===== src/rtl/mem_access_arb.sv =====
// Arbitrates one RAM between an init/loader channel and NUM_CH round-robin user channels.
// Optional power-on RAM clear is enabled by defining MEM_ACCESS_ARB_CLEAR_EN.
module mem_access_arb #(
    parameter int unsigned DATA_WIDTH = 8,
    parameter int unsigned ADDR_WIDTH = 8,
    parameter int unsigned NUM_CH     = 2,
    parameter int unsigned RD_LATENCY = 1
) (
    input  logic                           clk,
    input  logic                           reset,
    input  logic                           init_req_i,
    input  logic                           init_we_i,
    input  logic [ADDR_WIDTH-3:0]          init_addr_i,
    input  logic [DATA_WIDTH-1:0]          init_wdata_i,
    output logic                           init_gnt_o,
    output logic                           init_rvalid_o,
    output logic [DATA_WIDTH-1:0]          init_rdata_o,
    input  logic                           init_done_i,
    input  logic                           init_start_i,
    input  logic [NUM_CH-1:0]              usr_req_i,
    input  logic [NUM_CH-1:0]              usr_we_i,
    input  logic [NUM_CH*(ADDR_WIDTH-2)-1:0] usr_addr_i,
    input  logic [NUM_CH*DATA_WIDTH-1:0]   usr_wdata_i,
    output logic [NUM_CH-1:0]              usr_gnt_o,
    output logic [NUM_CH-1:0]              usr_rvalid_o,
    output logic [DATA_WIDTH-1:0]          usr_rdata_o,
    output logic                           user_mode_o,
`ifdef MEM_ACCESS_ARB_CLEAR_EN
    output logic                           clear_busy_o,
`endif
    output logic                           rd_en_o,
    output logic                           wr_en_o,
    output logic [ADDR_WIDTH-3:0]          raddr_o,
    output logic [ADDR_WIDTH-3:0]          waddr_o,
    output logic [DATA_WIDTH-1:0]          wdata_o,
    input  logic [DATA_WIDTH-1:0]          rdata_i
);

    localparam int unsigned AW = ADDR_WIDTH - 2;
    localparam int unsigned CW = (NUM_CH > 1) ? $clog2(NUM_CH) : 1;

    typedef enum logic [2:0] {StInit, StDrainU, StUser, StDrainI, StClear} state_e;

    state_e                state_q, state_d;
    logic [CW-1:0]         ptr_q, ptr_d;
    logic                  rd_en_q, rd_en_d, wr_en_q, wr_en_d;
    logic [AW-1:0]         raddr_q, raddr_d, waddr_q, waddr_d;
    logic [DATA_WIDTH-1:0] wdata_q, wdata_d;

    // Read-tag pipeline: stage k holds the read issued k+1 cycles ago.
    logic [RD_LATENCY:0]   tag_vld_q, tag_init_q;
    logic [CW-1:0]         tag_ch_q [RD_LATENCY+1];
    logic                  tag_in_vld, tag_in_init;
    logic [CW-1:0]         tag_in_ch;
    logic                  pipe_busy;

    logic                  usr_found;
    logic [CW-1:0]         usr_sel;

`ifdef MEM_ACCESS_ARB_CLEAR_EN
    logic [AW-1:0]         clr_cnt_q, clr_cnt_d;
    assign clear_busy_o = (state_q == StClear);
`endif

    assign pipe_busy    = |tag_vld_q;
    assign user_mode_o  = (state_q == StUser);
    assign init_rdata_o = rdata_i;
    assign usr_rdata_o  = rdata_i;
    assign rd_en_o      = rd_en_q;
    assign wr_en_o      = wr_en_q;
    assign raddr_o      = raddr_q;
    assign waddr_o      = waddr_q;
    assign wdata_o      = wdata_q;
    assign init_rvalid_o = tag_vld_q[RD_LATENCY] & tag_init_q[RD_LATENCY];

    always_comb begin
        usr_rvalid_o = '0;
        for (int c = 0; c < NUM_CH; c++) begin
            if (tag_vld_q[RD_LATENCY] && !tag_init_q[RD_LATENCY] &&
                tag_ch_q[RD_LATENCY] == CW'(c)) begin
                usr_rvalid_o[c] = 1'b1;
            end
        end
    end

    // Round-robin search starting one past the last granted channel.
    always_comb begin
        logic [CW-1:0] idx;
        usr_found = 1'b0;
        usr_sel   = ptr_q;
        idx       = ptr_q;
        for (int i = 0; i < NUM_CH; i++) begin
            idx = (idx == CW'(NUM_CH - 1)) ? '0 : idx + 1'b1;
            if (!usr_found && usr_req_i[idx]) begin
                usr_found = 1'b1;
                usr_sel   = idx;
            end
        end
    end

    always_comb begin
        state_d     = state_q;
        ptr_d       = ptr_q;
        init_gnt_o  = 1'b0;
        usr_gnt_o   = '0;
        rd_en_d     = 1'b0;
        wr_en_d     = 1'b0;
        raddr_d     = raddr_q;
        waddr_d     = waddr_q;
        wdata_d     = wdata_q;
        tag_in_vld  = 1'b0;
        tag_in_init = 1'b0;
        tag_in_ch   = '0;
`ifdef MEM_ACCESS_ARB_CLEAR_EN
        clr_cnt_d   = clr_cnt_q;
`endif
        case (state_q)
            StInit: begin
                if (init_req_i) begin
                    init_gnt_o  = 1'b1;
                    tag_in_init = 1'b1;
                    if (init_we_i) begin
                        wr_en_d = 1'b1;
                        waddr_d = init_addr_i;
                        wdata_d = init_wdata_i;
                    end else begin
                        rd_en_d    = 1'b1;
                        raddr_d    = init_addr_i;
                        tag_in_vld = 1'b1;
                    end
                end
                if (init_done_i) state_d = StDrainU;
            end
            StDrainU: if (!pipe_busy) state_d = StUser;
            StUser: begin
                if (init_start_i) begin
                    state_d = StDrainI;
                end else if (usr_found) begin
                    usr_gnt_o[usr_sel] = 1'b1;
                    ptr_d              = usr_sel;
                    tag_in_ch          = usr_sel;
                    if (usr_we_i[usr_sel]) begin
                        wr_en_d = 1'b1;
                        waddr_d = usr_addr_i[usr_sel*AW +: AW];
                        wdata_d = usr_wdata_i[usr_sel*DATA_WIDTH +: DATA_WIDTH];
                    end else begin
                        rd_en_d    = 1'b1;
                        raddr_d    = usr_addr_i[usr_sel*AW +: AW];
                        tag_in_vld = 1'b1;
                    end
                end
            end
            StDrainI: if (!pipe_busy) state_d = StInit;
`ifdef MEM_ACCESS_ARB_CLEAR_EN
            StClear: begin
                wr_en_d   = 1'b1;
                waddr_d   = clr_cnt_q;
                wdata_d   = '0;
                clr_cnt_d = clr_cnt_q + 1'b1;
                if (clr_cnt_q == '1) state_d = StInit;
            end
`endif
            default: state_d = StInit;
        endcase
    end

    always_ff @(posedge clk) begin
        if (reset) begin
`ifdef MEM_ACCESS_ARB_CLEAR_EN
            state_q   <= StClear;
            clr_cnt_q <= '0;
`else
            state_q   <= StInit;
`endif
            ptr_q      <= CW'(NUM_CH - 1);
            rd_en_q    <= 1'b0;
            wr_en_q    <= 1'b0;
            raddr_q    <= '0;
            waddr_q    <= '0;
            wdata_q    <= '0;
            tag_vld_q  <= '0;
            tag_init_q <= '0;
            for (int k = 0; k <= RD_LATENCY; k++) tag_ch_q[k] <= '0;
        end else begin
            state_q    <= state_d;
`ifdef MEM_ACCESS_ARB_CLEAR_EN
            clr_cnt_q  <= clr_cnt_d;
`endif
            ptr_q      <= ptr_d;
            rd_en_q    <= rd_en_d;
            wr_en_q    <= wr_en_d;
            raddr_q    <= raddr_d;
            waddr_q    <= waddr_d;
            wdata_q    <= wdata_d;
            tag_vld_q  <= {tag_vld_q[RD_LATENCY-1:0], tag_in_vld};
            tag_init_q <= {tag_init_q[RD_LATENCY-1:0], tag_in_init};
            tag_ch_q[0] <= tag_in_ch;
            for (int k = 1; k <= RD_LATENCY; k++) tag_ch_q[k] <= tag_ch_q[k-1];
        end
    end

endmodule


===== config.mk =====
export PLATFORM = sky130hd
export DESIGN_NAME = mem_access_arb
export DESIGN_NICKNAME = d
export VERILOG_FILES = /design/src/rtl/mem_access_arb.sv
export SDC_FILE = /design/constraint.sdc
export NUM_CORES = 1
export LEC_CHECK = 0
export CORE_AREA = 3 3 67 56
export DETAILED_ROUTE_END_ITERATION = 8
export DIE_AREA = 0 0 70 59
export DONT_BUFFER_PORTS = 1
export PLACE_DENSITY_LB_ADDON = 0.1
export SYNTH_ARGS = -nofsm -noshare
export SYNTH_HDL_FRONTEND = slang
export SYNTH_SLANG_ARGS = --single-unit
export TNS_END_PERCENT = 30

===== constraint.sdc =====
create_clock -name clk -period 4.08 [get_ports clk]
set_input_delay 0.816 -clock clk [delete_from_list [all_inputs] [get_ports clk]]
set_output_delay 0.816 -clock clk [all_outputs]
set_load 0.01 [all_outputs]

Word level (Yosys, flattened, before mapping):

Memory sizes are Yosys's and may differ from the RTL's.
Cells that the tools add are included.

* logic and storage cells: 116
* memories: 1
* output and inout port bits: 45
* flip-flop bits (word level): 30
* RAM bits: 2

* magnitude comparators: 4
* reductions and logical operators: 14
* multipliers: 1
* shifts and indexed selects: 2
* muxes and demuxes: 64
* add/subtract/negate cells: 2
* bitwise logic cells: 5
* equality and inequality tests: 14

Memory list
* tag_ch_q: depth 2, bits a word 1, read ports 2, clocked after memory_dff 0, wr ports 2, line 52 `logic [CW-1:0] tag_ch_q [RD_LATENCY+1];`

Operator list (number)
* $mux W6: 10
* $mux W8: 5
* $mux W1: 35
* $pmux W6 S2: 2
* $ne A2 B2 Y1 const B: 9
* $pmux W8 S2: 1
* $shiftx A16 B5 Y8: 1
* $mux W3: 4
* $pmux W3 S4: 1
* $reduce_and A6 Y1: 2
* $shiftx A12 B5 Y6: 1
* $eq A3 B2 Y1 const B: 2
* $lt A1 B2 Y1 const B: 3
* $mux W2: 3
* $logic_and A1 B1 Y1: 5
* $ne A2 B1 Y1 const B: 2
* $pmux W1 S2: 2
* $reduce_and A4 Y1: 1
* $eq A3 B1 Y1 const B: 1
* $logic_not A3 Y1: 1
* $mul A1 B2 Y3 const B: 1
* $reduce_and A3 Y1: 1
* $add A1 B1 Y1 const B: 2
* $logic_not A1 Y1: 2
* other kinds (7): 9

Logic depth before layout (Yosys ltp):

Gate-level depths: netlist of run 1.

* word-level depth: 15
* mapped depth: 8

Least setup slack after synthesis of run 1:

OpenSTA, ideal clock, no wires.

* kind: input port to output port
* start point: input init_start_i
* end point: output usr_gnt_o[0]
* path buffers: 0
* path slack: 1.736 ns
* stages: 3
* required time: 3.264 ns
* data arrival time: 1.528 ns
* cells stage by stage: nand2b_1 -> or2_1 -> nor3_1

* word-level cells in the longest chain between the ends: 2

Ends and longest elaborated chain
* start, declared: line 19 `input logic init_start_i,`
* $mux W2: line 136 `if (init_start_i) begin`
* $mux W2: line 117 `case (state_q)`
* end, declared: line 24 `output logic [NUM_CH-1:0] usr_gnt_o,`

Every way passes these cells.

Worst setup path in the final report of run 1:

* start point: input usr_req_i[0]
* end point: output usr_gnt_o[1]

* word-level cells in the longest chain between the ends: 13
* elaborated cells on any way between the ends: 18
* those cells by class: 2 x order compare; 13 x mux; 3 x reduce/logical

Ends and longest elaborated chain
* start, declared: line 20 `input logic [NUM_CH-1:0] usr_req_i,`
* $mux W1 (not written as such) (2 in a row): line 94 `if (!usr_found && usr_req_i[idx]) begin`
* $mux W1: line 94
* $logic_not A1 Y1: line 94
* $logic_and A1 B1 Y1: line 94
* $mux W1: line 94
* $lt A1 B2 Y1 (not written as such) / $ge A1 B1 Y1 (equally long branches): line 139 `usr_gnt_o[usr_sel] = 1'b1;`
* $logic_and A1 B1 Y1 (not written as such): line 139
* $mux W1 (not written as such): line 139
* $demux W1 S1: line 139
* $mux W2 (*): line 138 `end else if (usr_found) begin`
* $mux W2 (*): line 136
* $mux W2 (*): line 117

Mark *: on every way between the ends. The rest lies on a longest branch, timed or not. The select of a mux whose other input is x is not followed.

==> results.md, run 1 <==
| Parameter | Value |
|---|---|
| Outcome | complete, no violations |
| Critical path endpoint | usr_gnt_o[1] |
| IR Drop Worst-Case VDD | 238.1 uV |
| Final setup TNS | 0 ns |
| Max Transition Viols Final | 0 |
| Clock skew | 0.002485 ns |
| Number of setup violations in the final report | 0 |
| Number of top-level design ports | 105 |
| Mean routed wirelength per cell | 18.98 um |
| Sinks on Clock Net | 30 |
| Synthesized net count | 276 |
| H-tree levels | 2 |
| Final period util | 61.70% |
| Worst min-delay path category | register to register |
| Die ar. | 4130 um2 |
| Count of state elements after synthesis | 30 |
| Avg Inst Size Synth | 8.705 um2 |
| Maxcap violations | 0 |
| Die width | 70 um |
| Leakage | 0.7407 nW |
| Clk Latency, worst-skew pair | 0.27 ns |
| Power density cells | 643.2 nW/um2 |
| Final hold violation count | 0 |
| Count of cells along the worst register-to-register path | 4 |
| Final Power | 0.001139 W |
| Post-CTS Setup Inserts | 0 |
| Post-CTS clock slew at the launch and capture registers of the worst setup and hold paths | 0.06 ns |
| Row count | 18 |
| Capture instance of the worst register-to-register path | wdata_o[4] |
| Count of routing violations after the opening detailed-route iteration | 53 |
| Final Wtd Congestion | 0.7905 |
| Worst-case setup margin in the final layout | 1.563 ns |
| Chip height | 59 um |
| Maximum buffer depth of the clock tree | 2 |
| Number of library cell types mapped by synthesis | 35 |
| Number of synthesis warnings | 0 |
| Area leader, netlist | dfxtp_1 |
| Vias per std cell | 6.220 |
| Effective utilization at floorplan | 59.38% |
| Number of enable-type register cells in the synthesized netlist | 0 |
| Worst setup path startpoint | usr_req_i[0] |
| Kind of critical path | input port to output pin |
| Combined global-route utilization of all metal layers | 20.88% |
| Area growth from synthesis to layout | -4.068% |
| Clock tree from TritonCTS | yes |
| Post-synth ARST share | 0% |
| GR met2 Demand/Resource | 33.51% |
| Post-CTS Hold Fix Bufs | 0 |
| Worst endpoint data arrival time | 1.70 ns |
| Nets@finish | 251 |
| Buffer cell driving the clock tree root | clkbuf_8 |
| Port bufs | 0 |
| Via total after detailed routing | 1,412 |
| Portion of the post-synthesis area used by sequential elements | 32.54% |
| Reg-to-reg critical path startpoint | ptr_q |
| Tightest Pin Transition | 0.9475 ns |
| Critical path launch point type | input port |
| Setup repair after global routing missed its margin | no |
| Min Hold Slack | 0.4371 ns |
| Number of buffers created by CTS | 5 |
| Final Routed Wirelength | 4308 um |
| Reg2Reg Setup Slack | 1.74 ns |
| Most numerous cell in the Yosys netlist | dfxtp_1 |
| Total placed instance area | 1692 um2 |
| Via count of the first global-routing pass | 1,439 |
| Sum of net half-perimeters after detailed placement | 3210 um |
| Layout cells sized above 1 | 6.417% |
| Worst slew margin relative to its limit | 36.83% |
| Met3 demand-to-capacity share in global routing | 7.119% |
| Largest net degree at the start of global routing | 45 |
| Antenna violations before repair | 0 |
| Floorplan core area | 3108 um2 |
| Most frequently used flop master after synthesis | dfxtp_1 |
| Count of cells resized by post-cts repair | 0 |
| Endpoint type of the worst setup path | output pin |
| First-pass GRT wire length | 6734 um |
| Largest cells by area after synthesis | dfxtp_1 33%, mux2i_1 12%, nand2b_1 8.1% |
| DR DRC count | 0 |
| GRT Residual Overflow | 0 |
| Cell area after layout | 1770 um2 |
| Gate Count Post-Synth | 212 |
| Final antenna diode count | 0 |
| Most Crowded Layer GR | met2 |
| Met1 track demand over resource | 24.92% |
| Peak fanout along the critical path | 16 |
| Worst slack at placement | 1.315 ns |
| Crit path time final | 2.517 ns |
| Fraction of post-synthesis cell area in the top cell type by area | 32.54% |
| FMAX | 397.2 MHz |
| Iteration count of the initial detailed-routing pass | 4 |
| Netlist Area Pre-Place | 1846 um2 |
| Post-DRT Antenna Nets | 0 |
| Worst EP required | 3.26 ns |
| Most used standard cells in the synthesized netlist | 30 x dfxtp_1, 24 x nand2b_1, 22 x mux2i_1 |
==> where the power goes <==
group          total (W)  switching, W  internal [W]
Clock           0.000218      0.000104      0.000114
Sequential      0.000477     0.0000958      0.000382
Combinational   0.000444      0.000252      0.000192
Total            0.00114      0.000451      0.000687
==> layout by cell type, fill, tap and decap left out, drive strengths merged, types with 2 or more instances in the layout <==
cell type / netlist / layout
dfxtp: 30 / 30
nand2b: 24 / 24
mux2i: 22 / 22
nor2: 21 / 21
nand3: 15 / 15
o21ai: 15 / 15
a311o: 14 / 14
inv: 5 / 5
clkbuf: 10 / 5
nand2: 4 / 4
ha: 4 / 4
nor3: 3 / 3
nor2b: 3 / 3
a221oi: 3 / 3
and2b: 2 / 2
clkinv: 0 / 2
==> sequential cells by signal, summed over array words and instances, names as in the netlist <==
register,count
tag_init_q,2
waddr_o,6
wr_en_o,1
ptr_q,1
raddr_o,6
tag_ch_q,2
wdata_o,8
state_q,2
tag_vld_q,2
==> per-layer routing <==
| metal | part of all wire [%] | wire, um | vias up |
|---|---|---|---|
| met5 | 0 | 0 | - |
| met4 | 2.4 | 103 | 0 |
| met3 | 8.0 | 343 | 24 |
| met2 | 47 | 2023 | 64 |
| met1 | 43 | 1837 | 644 |
| li1 | - | - | 680 |
==> worst max-delay path, stage by stage <==
cell and delay, ns:
and2b_1 0.46, nor2_1 0.17, nor2_1 0.26
==> how the worst min path moves through the flow <==
stage	start	endpoint	slack, ns	cells after the start
final	tag_init_q[0]	tag_init_q[1]	0.44	1
after global routing	tag_init_q[0]	tag_init_q[1]	0.46	1
after CTS	tag_ch_q[0][0]	tag_ch_q[0][1]	0.44	1
after detailed placement	tag_ch_q[0][0]	tag_ch_q[0][1]	0.42	1
after global placement	tag_init_q[0]	tag_init_q[1]	0.42	1
after floorplan	tag_ch_q[0][0]	tag_ch_q[0][1]	0.41	1
==> per-stage QoR <==
| stage | instances | utilization, % |
|---|---|---|
| CTS | 227 | 56.96 |
| finish | 227 | 56.96 |
| detailed placement | 220 | 54.43 |
| global placement | 220 | 54.43 |
| global route | 227 | 56.96 |
| floorplan | 212 | - |
==> cell type report <==
class	count	area (um2)
clock inverter	2	10.01
sequential	30	600.6
fill	285	1338
inverter	5	18.77
clock buffer	5	68.82
multi-input combinational	144	1015
tap	40	50.05
timing repair buffer	1	7.507
==> cells by family (layout without fill, tap and decap cells) <==
kind of cell | after synthesis | in the layout | share of synthesized area, %
DFF | 30 | 30 | 32.54
adders and majority gates | 4 | 4 | 2.712
buffers and inverters | 38 | 13 | 12.47
and+or+nand+nor | 78 | 78 | 22.44
AOI/OAI and AO/OA | 40 | 40 | 17.90
muxes | 22 | 22 | 11.93
No activity file was read; power rests on OpenSTA's default activity.
==> inputs of run 2 (changes only) <==
==> constraint.sdc (replaced) <==
create_clock -name clk -period 2.45 [get_ports clk]
set_input_delay 0.49 -clock clk [delete_from_list [all_inputs] [get_ports clk]]
set_output_delay 0.49 -clock clk [all_outputs]
set_load 0.01 [all_outputs]
==> run 2 against run 1 <==
  * Clock power grew 67%
  * Final area increased by 1.7%
  * First-iteration DRC count grew 40%
==> results.md, run 2 (same netlist as run 1, synthesis figures left out) <==
| Parameter | Value | Change |
|---|---|---|
| Outcome | complete, no violations |  |
| Via count of the first global-routing pass | 1,395 | -3.1% |
| Leading cell type in the layout, fill and taps excluded | dfxtp_1 |  |
| Combined global-route utilization of all metal layers | 20.77% | -0.12 points |
| Effective utilization at floorplan | 59.38% | unchanged |
| Endpoint type of the worst setup path | output pin |  |
| Worst endpoint data arrival time | 1.65 ns | -0.05 ns |
| Post-CTS Setup Inserts | 0 | unchanged |
| Die ar. | 4130 um2 | unchanged |
| Count of cells resized by post-cts repair | 0 | unchanged |
| Number of top-level design ports | 105 | unchanged |
| Chip height | 59 um | unchanged |
| Peak fanout along the critical path | 4 | -12 |
| Sum of net half-perimeters after detailed placement | 3035 um | -5.5% |
| Sinks on Clock Net | 30 | unchanged |
| Clock tree from TritonCTS | yes |  |
| Number of setup violations in the final report | 0 | unchanged |
| GRT Residual Overflow | 0 | unchanged |
| Nets@finish | 255 | +1.6% |
| Port bufs | 0 | unchanged |
| Kind of critical path | register to output pin |  |
| Largest net degree at the start of global routing | 45 | unchanged |
| Post-CTS clock slew at the launch and capture registers of the worst setup and hold paths | 0.06 ns | about the same |
| Antenna violations before repair | 0 | unchanged |
| Final period util | 87.48% |  |
| Post-CTS Hold Fix Bufs | 0 | unchanged |
| Reg2Reg Setup Slack | 0.38 ns | -1.36 ns |
| Die width | 70 um | unchanged |
| Final Wtd Congestion | 0.7774 | -1.7% |
| Count of routing violations after the opening detailed-route iteration | 74 | +40% |
| Final Routed Wirelength | 4176 um | -3.1% |
| IR Drop Worst-Case VDD | 547.5 uV | +130% |
| Maxcap violations | 0 | unchanged |
| Fill count | 281 | -1.4% |
| Worst EP required | 1.96 ns | -1.30 ns |
| Tightest Pin Transition | 0.5227 ns | -0.4248 ns |
| Crit path time final | 2.143 ns |  |
| Mean routed wirelength per cell | 18.08 um | -4.7% |
| Clk Latency, worst-skew pair | 0.28 ns | about the same |
| Via total after detailed routing | 1,437 | +1.8% |
| H-tree levels | 2 | unchanged |
| Final setup TNS | 0 ns | unchanged |
| Critical path launch point type | register |  |
| Number of buffers created by CTS | 5 | unchanged |
| Floorplan core area | 3108 um2 | unchanged |
| Power density cells | 1061 nW/um2 | +65% |
| Worst min-delay path category | input port to register |  |
| Row count | 18 | unchanged |
| Max Transition Viols Final | 0 | unchanged |
| Commonest cells after routing, fill and taps aside | 30 x dfxtp_1, 24 x nand2b_1, 22 x mux2i_1 |  |
| Flip-flop count of the largest register after layout | 8 | unchanged |
| Maximum buffer depth of the clock tree | 2 | unchanged |
| Leakage | 0.7595 nW | +2.5% |
| First-pass GRT wire length | 6768 um | +0.50% |
| Iteration count of the initial detailed-routing pass | 4 | unchanged |
| Min Hold Slack | 0.2886 ns | -0.1485 ns |
| Clock skew | 0.002993 ns | +0.0005081 ns |
| Post-DRT Antenna Nets | 0 | unchanged |
| Worst slew margin relative to its limit | 65.15% | +28 points |
| Buffer cell driving the clock tree root | clkbuf_8 |  |
| Vias per std cell | 6.221 | about the same |
| FMAX | 466.6 MHz |  |
| DR DRC count | 0 | unchanged |
| Final antenna diode count | 0 | unchanged |
| Area growth from synthesis to layout | -2.441% |  |
| Final hold violation count | 0 | unchanged |
| Setup repair after global routing missed its margin | no |  |
| Layout cells sized above 1 | 8.377% | +2.0 points |
-- run 2: critical path, cell delays in order, from the launching register on --
cell	delay, ns
dfxtp_1	0.33
inv_1	0.10
ha_1	0.19
nand2b_1	0.10
or2_1	0.27
nor3_1	0.23
buf_4	0.16
-- run 2: power breakdown --
group	leakage [nW]	total (W)	internal, W	switching, W
combinational	0.471	0.000754	0.000331	0.000423
sequential	0.245	0.000791	0.000635	0.000156
clock	0.0438	0.000364	0.000190	0.000174
-- run 2: final cells by class --
cell class | instances | area, um2 | area share [%]
sequential | 30 | 600.6 | 33.36
clock inverter | 2 | 10.01 | 0.5559
multi-input combinational | 144 | 1015 | 56.36
timing repair buffer | 5 | 37.54 | 2.085
clock buffer | 5 | 68.82 | 3.822
inverter | 5 | 18.77 | 1.042
tap | 40 | 50.05 | 2.780
-- run 2: worst paths after layout --
path / startpoint / end / cells past startpoint
hold / removal: reset / tag_ch_q[0][0] / 1
hold reg to reg: tag_init_q[0] / tag_init_q[1] / 1
setup reg to reg: state_q[0] / raddr_o[0] / 7
setup / recovery: state_q[0] / usr_gnt_o[0] / 6
-- run 2: layer usage --
layer	up-vias	global-route usage (%)	part of all wire, %
met5	-	0	0
li1	691	-	-
met2	74	31.09	44
met3	24	6.780	10
met4	0	11.48	2.8
met1	648	26.67	43
-- run 2: through the flow --
step | setup WS, ns | utilization, % | cells | area (um2) | power [W]
final | 0.3068 | 57.93 | 231 | 1800 | 0.001910
after floorplan | 0.5117 | - | 212 | 1846 | 0.001466
after CTS | 0.3150 | 57.93 | 231 | 1800 | 0.001928
after detailed placement | 0.4121 | 55.39 | 224 | 1722 | 0.001558
after global routing | 0.2152 | 57.93 | 231 | 1800 | 0.002041
after global placement | 0.5532 | 55.39 | 224 | 1722 | 0.001517
